==> config.mk <==
export PLATFORM = sky130hd
export DESIGN_NAME = camera_standby_seq
export DESIGN_NICKNAME = d
export VERILOG_FILES = /design/src/rtl/camera_standby_seq.sv
export SDC_FILE = /design/constraint.sdc
export NUM_CORES = 1
export LEC_CHECK = 0
export CAP_MARGIN = 20
export CORE_ASPECT_RATIO = 0.6
export CORE_MARGIN = 4
export CORE_UTILIZATION = 35
export DETAILED_ROUTE_END_ITERATION = 10
export DONT_BUFFER_PORTS = 1
export HOLD_SLACK_MARGIN = 0.1
export MAX_ROUTING_LAYER = met4
export PLACE_DENSITY = 0.46
export SLEW_MARGIN = 5
export SYNTH_ARGS = -nofsm -noshare
export SYNTH_HDL_FRONTEND = slang
export SYNTH_SLANG_ARGS = --single-unit
==> constraint.sdc <==
create_clock -name clk_50M -period 7.05 [get_ports clk_50M]
set_input_delay 0.705 -clock clk_50M [delete_from_list [all_inputs] [get_ports clk_50M]]
set_output_delay 0.705 -clock clk_50M [all_outputs]
set_load 0.005 [all_outputs]
==> src/rtl/camera_standby_seq.sv <==
// ---------------------------------------------------------------------------
// camera_standby_seq
//
// Camera power-down / wake sequencer. It sits between the power-on sequencer
// and the camera pins. In RUN the power-on outputs are passed through with a
// one-cycle register delay. A standby request drains SCCB traffic, asserts
// camera reset, then asserts power-down. Dropping the request runs the wake
// sequence (release power-down, release reset, re-enable SCCB init).
//
// Parameters (clk_50M cycles, 1 .. 2^21-1):
//   T_DRAIN_TMO  maximum wait for sccb_busy to fall
//   T_RST2PWDN   reset-low hold before camera_pwnd rises
//   T_PWDN2RST   camera_pwnd low to camera reset release
//   T_RST2INIT   camera reset release to initial_en
//
// Ports:
//   clk_50M      in   system clock
//   reset        in   asynchronous active-high reset
//   pod_rstn     in   reset from power-on sequencer
//   pod_pwnd     in   power-down from power-on sequencer
//   pod_init_en  in   SCCB init enable from power-on sequencer
//   sleep_req    in   level: 1 = standby, 0 = run
//   sccb_busy    in   SCCB transaction in progress
//   camera_rstn  out  camera reset, active-low, registered
//   camera_pwnd  out  camera power-down, active-high, registered
//   initial_en   out  SCCB init enable, registered
//   standby      out  1 only while in OFF
//   seq_busy     out  1 in any state other than RUN and OFF
//   drain_err    out  sticky drain-timeout flag, cleared only by reset
// ---------------------------------------------------------------------------
module camera_standby_seq #(
  parameter int unsigned T_DRAIN_TMO = 1_000_000,
  parameter int unsigned T_RST2PWDN  = 50_000,
  parameter int unsigned T_PWDN2RST  = 65_536,
  parameter int unsigned T_RST2INIT  = 1_048_575
) (
  input  logic clk_50M,
  input  logic reset,
  input  logic pod_rstn,
  input  logic pod_pwnd,
  input  logic pod_init_en,
  input  logic sleep_req,
  input  logic sccb_busy,
  output logic camera_rstn,
  output logic camera_pwnd,
  output logic initial_en,
  output logic standby,
  output logic seq_busy,
  output logic drain_err
);

  typedef enum logic [2:0] {
    S_RUN,
    S_DRAIN,
    S_RST_HOLD,
    S_OFF,
    S_WAKE_PWDN,
    S_WAKE_RST
  } state_t;

  // A timed state exits when the counter reaches T-1, so it lasts T cycles.
  localparam logic [20:0] LP_DRAIN_LAST = 21'(T_DRAIN_TMO - 1);
  localparam logic [20:0] LP_HOLD_LAST  = 21'(T_RST2PWDN - 1);
  localparam logic [20:0] LP_PWDN_LAST  = 21'(T_PWDN2RST - 1);
  localparam logic [20:0] LP_INIT_LAST  = 21'(T_RST2INIT - 1);

  state_t      r_state;
  logic [20:0] r_cnt;
  logic        r_camera_rstn;
  logic        r_camera_pwnd;
  logic        r_initial_en;
  logic        r_standby;
  logic        r_seq_busy;
  logic        r_drain_err;

  // Outputs are assigned together with the state transition, so each one is
  // a registered decode of the next state and moves on the same edge.
  // NOTE: every register here uses non-blocking assignment so all of them
  // sample the pre-edge values; blocking would let later lines see new state.
  always_ff @(posedge clk_50M or posedge reset) begin
    if (reset) begin
      r_state       <= S_RUN;
      r_cnt         <= '0;
      r_camera_rstn <= 1'b0;
      r_camera_pwnd <= 1'b1;
      r_initial_en  <= 1'b0;
      r_standby     <= 1'b0;
      r_seq_busy    <= 1'b0;
      r_drain_err   <= 1'b0;
    end else begin
      case (r_state)
        S_RUN: begin
          if (sleep_req) begin
            // Pins hold their last pass-through values; only init is cut.
            r_state      <= S_DRAIN;
            r_cnt        <= '0;
            r_initial_en <= 1'b0;
            r_seq_busy   <= 1'b1;
          end else begin
            r_camera_rstn <= pod_rstn;
            r_camera_pwnd <= pod_pwnd;
            r_initial_en  <= pod_init_en;
          end
        end

        S_DRAIN: begin
          if (!sccb_busy || (r_cnt == LP_DRAIN_LAST)) begin
            // Timeout path: proceed anyway, but remember it happened.
            if (sccb_busy) begin
              r_drain_err <= 1'b1;
            end
            r_state       <= S_RST_HOLD;
            r_cnt         <= '0;
            r_camera_rstn <= 1'b0;
          end else begin
            r_cnt <= r_cnt + 21'd1;
          end
        end

        S_RST_HOLD: begin
          if (r_cnt == LP_HOLD_LAST) begin
            r_state       <= S_OFF;
            r_cnt         <= '0;
            r_camera_pwnd <= 1'b1;
            r_standby     <= 1'b1;
            r_seq_busy    <= 1'b0;
          end else begin
            r_cnt <= r_cnt + 21'd1;
          end
        end

        S_OFF: begin
          if (!sleep_req) begin
            r_state       <= S_WAKE_PWDN;
            r_cnt         <= '0;
            r_camera_pwnd <= 1'b0;
            r_standby     <= 1'b0;
            r_seq_busy    <= 1'b1;
          end
        end

        S_WAKE_PWDN: begin
          if (r_cnt == LP_PWDN_LAST) begin
            r_state       <= S_WAKE_RST;
            r_cnt         <= '0;
            r_camera_rstn <= 1'b1;
          end else begin
            r_cnt <= r_cnt + 21'd1;
          end
        end

        S_WAKE_RST: begin
          if (r_cnt == LP_INIT_LAST) begin
            // Re-enter pass-through: outputs follow pod_* and are never forced
            // high, in case the power-on sequencer has not finished yet.
            r_state       <= S_RUN;
            r_cnt         <= '0;
            r_camera_rstn <= pod_rstn;
            r_camera_pwnd <= pod_pwnd;
            r_initial_en  <= pod_init_en;
            r_seq_busy    <= 1'b0;
          end else begin
            r_cnt <= r_cnt + 21'd1;
          end
        end

        default: begin
          r_state       <= S_RUN;
          r_cnt         <= '0;
          r_camera_rstn <= 1'b0;
          r_camera_pwnd <= 1'b1;
          r_initial_en  <= 1'b0;
          r_standby     <= 1'b0;
          r_seq_busy    <= 1'b0;
        end
      endcase
    end
  end

  assign camera_rstn = r_camera_rstn;
  assign camera_pwnd = r_camera_pwnd;
  assign initial_en  = r_initial_en;
  assign standby     = r_standby;
  assign seq_busy    = r_seq_busy;
  assign drain_err   = r_drain_err;

endmodule
=== Word level (Yosys, flattened, before mapping) ===
Cells that the tools add are included.

* Add/subtract/negate cells: 1
* Eq/ne operators: 16
* Muxes and demuxes: 33
* Bitwise operators: 4
* Reductions and logical operators: 15

{| class="wikitable"
|+ Operators with widths
! operator !! count
|-
| 21-bit 2-to-1 mux || 6
|-
| 21-bit one-hot mux with 6 select lines || 1
|-
| 21-bit by 16-bit equality test with 1-bit output, second input constant || 2
|-
| 21-bit by 20-bit equality test with 1-bit output, second input constant || 2
|-
| 21-bit by 1-bit adder with 21-bit output, second input constant || 1
|-
| 3-bit 2-to-1 mux || 6
|-
| 3-bit one-hot mux with 6 select lines || 1
|-
| 1-bit one-hot mux with 5 select lines || 3
|-
| 5-bit AND reduction || 3
|-
| 1-bit 2-to-1 mux || 14
|-
| 2-bit inequality test, second input constant || 7
|-
| 4-bit OR reduction || 2
|-
| 3-bit by 2-bit equality test with 1-bit output, second input constant || 2
|-
| 3-bit equality test, second input constant || 2
|-
| 1-bit one-hot mux with 3 select lines || 2
|-
| 3-bit AND reduction || 2
|-
| 6-bit AND reduction || 1
|-
| 1-bit NOT || 4
|-
| 2-bit AND reduction || 2
|-
| 2-bit OR reduction || 2
|-
| 3-bit by 1-bit equality test with 1-bit output, second input constant || 1
|-
| 3-bit logical NOT || 1
|-
| 1-bit logical NOT || 1
|-
| 1-bit logical OR || 1
|}

* Flip-flop bits (word level): 30
* Bits of input ports: 7
* Logic and storage cells: 77

=== Logic depth before layout (Yosys ltp) ===
* Depth in word-level cells: 4
* Gate-level depth with buffers: 9
* Mapped depth without buffers: 8

=== Worst setup path before layout ===
No wires, ideal clock.

* Path kind: register -> register
* Start point: register r_cnt[16]
* End point: register r_state[0]
* Library setup time: 0.125 ns
* Arrival time: 2.207 ns
* Setup slack: 4.718 ns
* Cell stages (with the launch flop): 7
* Period minus slack after synthesis: 2.332 ns
* Cell sequence: dfrtp_1 -> or4_1 -> or3_4 -> nand3b_1 -> o2bb2ai_2 -> nor3_4 -> mux2_4

* Cells in the longest elaborated chain, start to end: 4
* Elaborated cells between the ends (all ways): 10

{| class="wikitable"
|+ Ends and longest elaborated chain
! item !! RTL line !! text
|-
| from (decl) || 68 || <nowiki>logic [20:0] r_cnt;</nowiki>
|-
| from (signal assigned) || 116 || <nowiki>r_cnt <= r_cnt + 21'd1;</nowiki>
|-
| from (signal assigned) || 128 || <nowiki>r_cnt <= r_cnt + 21'd1;</nowiki>
|-
| from (signal assigned) || 148 || <nowiki>r_cnt <= r_cnt + 21'd1;</nowiki>
|-
| 21-bit by 20-bit equality test with 1-bit output || 107 || <nowiki>if (!sccb_busy || (r_cnt == LP_DRAIN_LAST)) begin</nowiki>
|-
| 1-bit logical OR || 107 ||
|-
| 2-bit inequality test (no line) || -- ||
|-
| 6-bit AND reduction (no line) * || -- ||
|-
| to (signal assigned) || 112 || <nowiki>r_state <= S_RST_HOLD;</nowiki>
|-
| to (signal assigned) || 122 || <nowiki>r_state <= S_OFF;</nowiki>
|-
| to (signal assigned) || 134 || <nowiki>r_state <= S_WAKE_PWDN;</nowiki>
|-
| to (decl) || 67 || <nowiki>state_t r_state;</nowiki>
|}

Every way passes the cells marked *; elsewhere a longest branch is shown, timed or not.
A chain may end at the register's enable or synchronous reset.

=== Worst setup path in the final report ===
* Start point: register r_cnt[4]
* End point: register r_state[0]

Same word-level chain as after synthesis.

==> run_results.csv <==
group,metric,value,unit
floorplan,die_area,6160,um^2
timing,fin_skew,4.48,ps
drt,ant_nets,0,
global_route,antenna_found_initial,0,
timing,max_freq,346,MHz
timing,drv_slew,0,
timing,setup_viol,0,
synthesis,yosysUniqueCellTypes,42,
clocking,cts.reportedPaths.clkPinSlew,70,ps
floorplan,die_height,62.4,um
clocking,ctsResizeCount,0,
global_route,grt_remaining_overflow,0,
finish,antenna_cells,0,
global_route,grt_max_degree,31,
floorplan,start_util,37.1,%
clocking,cts_root_buf,"clkbuf_8",
floorplan,die_w,98.7,um
synthesis,ys_seq_elements,30,
clocking,htreeDepth,2,
flow_run,cap_viol_max_count,0,
placement,place.gp.congestion,0.866,
worst_setup_path,path_class,"flip-flop to flip-flop",
status,status,"complete, no violations",
synthesis,syn_area_per_cell,8.95,um^2
worst_setup_path,r2r_end,"r_state[0]$_DFFE_PP0P_",
synthesis,synth-edff-count,0,
floorplan,ios,13,
synthesis,synth_top_area_share,42.0,%
timing,slew_headroom,29.1,%
drt,routed_wl,4.00,mm
global_route,grt_pass1_wl,6.71,mm
timing,finalHoldViolCount,0,
synthesis,syn_inst,193,
worst_setup_path,endpoint_kind,"flip-flop",
timing,hold_ws,398,ps
synthesis,async_flop_share,100,%
finish,areaGrowthSynthToFinish,8.70,%
timing,post-route-min-period,2890,ps
synthesis,yosys_warnings,0,
global_route,grt_pass1_vias,1283,
placement,dp_cells,251,
drt,wl_per_cell,15.4,um
clocking,clk_latency,280,ps
worst_setup_path,worstPathArrival,3060,ps
floorplan,fp.coreArea,4660,um^2
clocking,clock_path_buffers,2,
synthesis,synthTopCellsByArea,"dfrtp_1 42%, nor2_1 6.3%, nand2_1 3.9%",
worst_setup_path,cp.required,7210,ps
clocking,cts_sinks,30,
synthesis,syn_area,1730,um^2
clocking,numCtsBuffers,5,
placement,place_ws,4130,ps
placement,hpwlAfterDp,2.94,mm
timing,grt_setup_unrepaired,"false",
floorplan,row_count,19,
worst_hold_path,min_path_type,"input port to asynchronous set/reset pin",
synthesis,synth_nets,202,
drt,vias_per_cell,5.44,
worst_setup_path,r2r_slack,4160,ps
placement,io_buffers,0,
finish,drive_gt1_share,8.67,%
pwr,power_density,340,nW/um^2
pwr,p_leak,0.800,nW
drt,vias,1409,
worst_setup_path,crit_fanout,19,
finish,instances_no_fill,259,
worst_setup_path,ff2ff_path_depth,6,
timing,worst_pin_slew,1060,ps
synthesis,ys.flop_type,"dfrtp_1",
drt,drtIter0Drc,109,
worst_setup_path,start_kind,"flip-flop",
synthesis,synth_top_area_cell,"dfrtp_1",
clocking,postCtsHoldBufs,0,
timing,worst_slack,4160,ps
pwr,max-vdd-ir-drop,124,uV
timing,finalCritPeriodShare,41.0,%
clocking,post_cts.repair.setup_buffers,0,
finish,nets,204,
timing,final.setup.tns,0,ps
drt,first_pass_iters,4,
worst_setup_path,rr_startpoint,"r_cnt[4]$_DFFE_PP0P_",
clocking,cts_tree,"built",
synthesis,seq_area_frac_synth,43.6,%
drt,drc,0,
global_route,grt_usage,14.0,%
==> power by group <==
part / switching (mW) / internal, mW
clock network: 0.0640 / 0.0787
registers: 0.0540 / 0.203
logic: 0.153 / 0.0859
==> metrics by stage <==
stage               utilization [%]  total power [mW]  instance area (um^2)
finish                         40.3             0.639                  1880
global route                   40.3             0.684                  1880
CTS                            40.3             0.646                  1880
detailed placement             38.3             0.501                  1790
global placement               38.3             0.501                  1790
floorplan                         -             0.445                  1730
==> synth_stat cells (2+ instances only) <==
| cell type | instances |
|---|---|
| nor4_1 | 4 |
| and3_1 | 3 |
| nand3_1 | 13 |
| ha_1 | 2 |
| nor2_1 | 29 |
| nor2b_1 | 2 |
| a31oi_1 | 2 |
| o31ai_1 | 2 |
| nor3_1 | 12 |
| nand2_1 | 18 |
| xnor2_1 | 7 |
| o21ai_0 | 8 |
| xor2_1 | 7 |
| nand4_1 | 4 |
| a21oi_1 | 8 |
| mux2i_1 | 5 |
| inv_1 | 9 |
| o22ai_1 | 2 |
| clkbuf_1 | 4 |
| dfrtp_1 | 29 |
| o41ai_1 | 2 |
==> metal layers <==
layer  GRT usage, %  share of wire [%]  up-vias
met3           4.12                5.4        4
li1               -                  -      689
met5              -                  0        -
met1           21.8                 54      679
met2           17.1                 40       37
met4           3.58               0.83        0
==> flip-flops by register name, summed over array words and instances (netlist names) <==
name	cells
seq_busy	1
r_state	3
drain_err	1
camera_rstn	1
standby	1
camera_pwnd	1
initial_en	1
r_cnt	21
==> layout make-up <==
| cell class | instances | area (um^2) |
|---|---|---|
| clock buffers | 7 | 86.3 |
| clock inverters | 1 | 5.00 |
| fillers | 489 | 2780 |
| inverters | 9 | 33.8 |
| multi-input cells | 148 | 913 |
| flip-flops and latches | 30 | 752 |
| well taps | 63 | 78.8 |
| repair buffers | 1 | 7.51 |
==> kinds of logic (layout without fill, tap and decap cells) <==
kind of cell | count (synthesis) | after routing | synth area share, %
adders and majority gates | 2 | 2 | 1.45
and+or+nand+nor | 95 | 95 | 28.6
AOI/OAI and AO/OA | 31 | 31 | 12.0
xor gates and xnor gates | 14 | 14 | 7.10
DFF | 30 | 30 | 43.6
muxes | 6 | 6 | 3.77
buffers and inverters | 15 | 18 | 3.55
==> worst max-delay path by stage <==
stage,startpoint,to,cells after the start,slack (ps)
2_1_floorplan,r_cnt[16]$_DFFE_PP0P_,r_state[0]$_DFFE_PP0P_,6,4720
3_3_place_gp,r_cnt[4]$_DFFE_PP0P_,r_state[0]$_DFFE_PP0P_,6,4200
4_1_cts,r_cnt[4]$_DFFE_PP0P_,r_state[0]$_DFFE_PP0P_,6,4120
5_1_grt,r_cnt[9]$_DFFE_PP0P_,r_state[0]$_DFFE_PP0P_,6,3990
6_report,r_cnt[4]$_DFFE_PP0P_,r_state[0]$_DFFE_PP0P_,6,4160
3_5_place_dp,r_cnt[4]$_DFFE_PP0P_,r_state[0]$_DFFE_PP0P_,6,4130
==> critical path, stage by stage, from the launching register on <==
cell	delay, ps
dfrtp_1	500
nand4b_1	120
or4b_1	520
nor4_1	440
o2bb2ai_2	210
nor3_4	640
mux2_4	350
==> placed cells by master (no fill, tap or decap), drive strengths merged, types with 2 or more instances in the layout <==
cell type  count
or3            2
o41ai          2
clkbuf         7
nor2b          2
a21oi          8
inv            9
nor2          29
o22ai          2
and3           3
xnor2          7
dfrtp         29
a31oi          2
nor4           5
mux2i          5
nand4          4
o31ai          2
nand3         13
o21ai          8
nand2         18
nor3          13
xor2           7
ha             2
No activity file was read; power rests on OpenSTA's default activity.
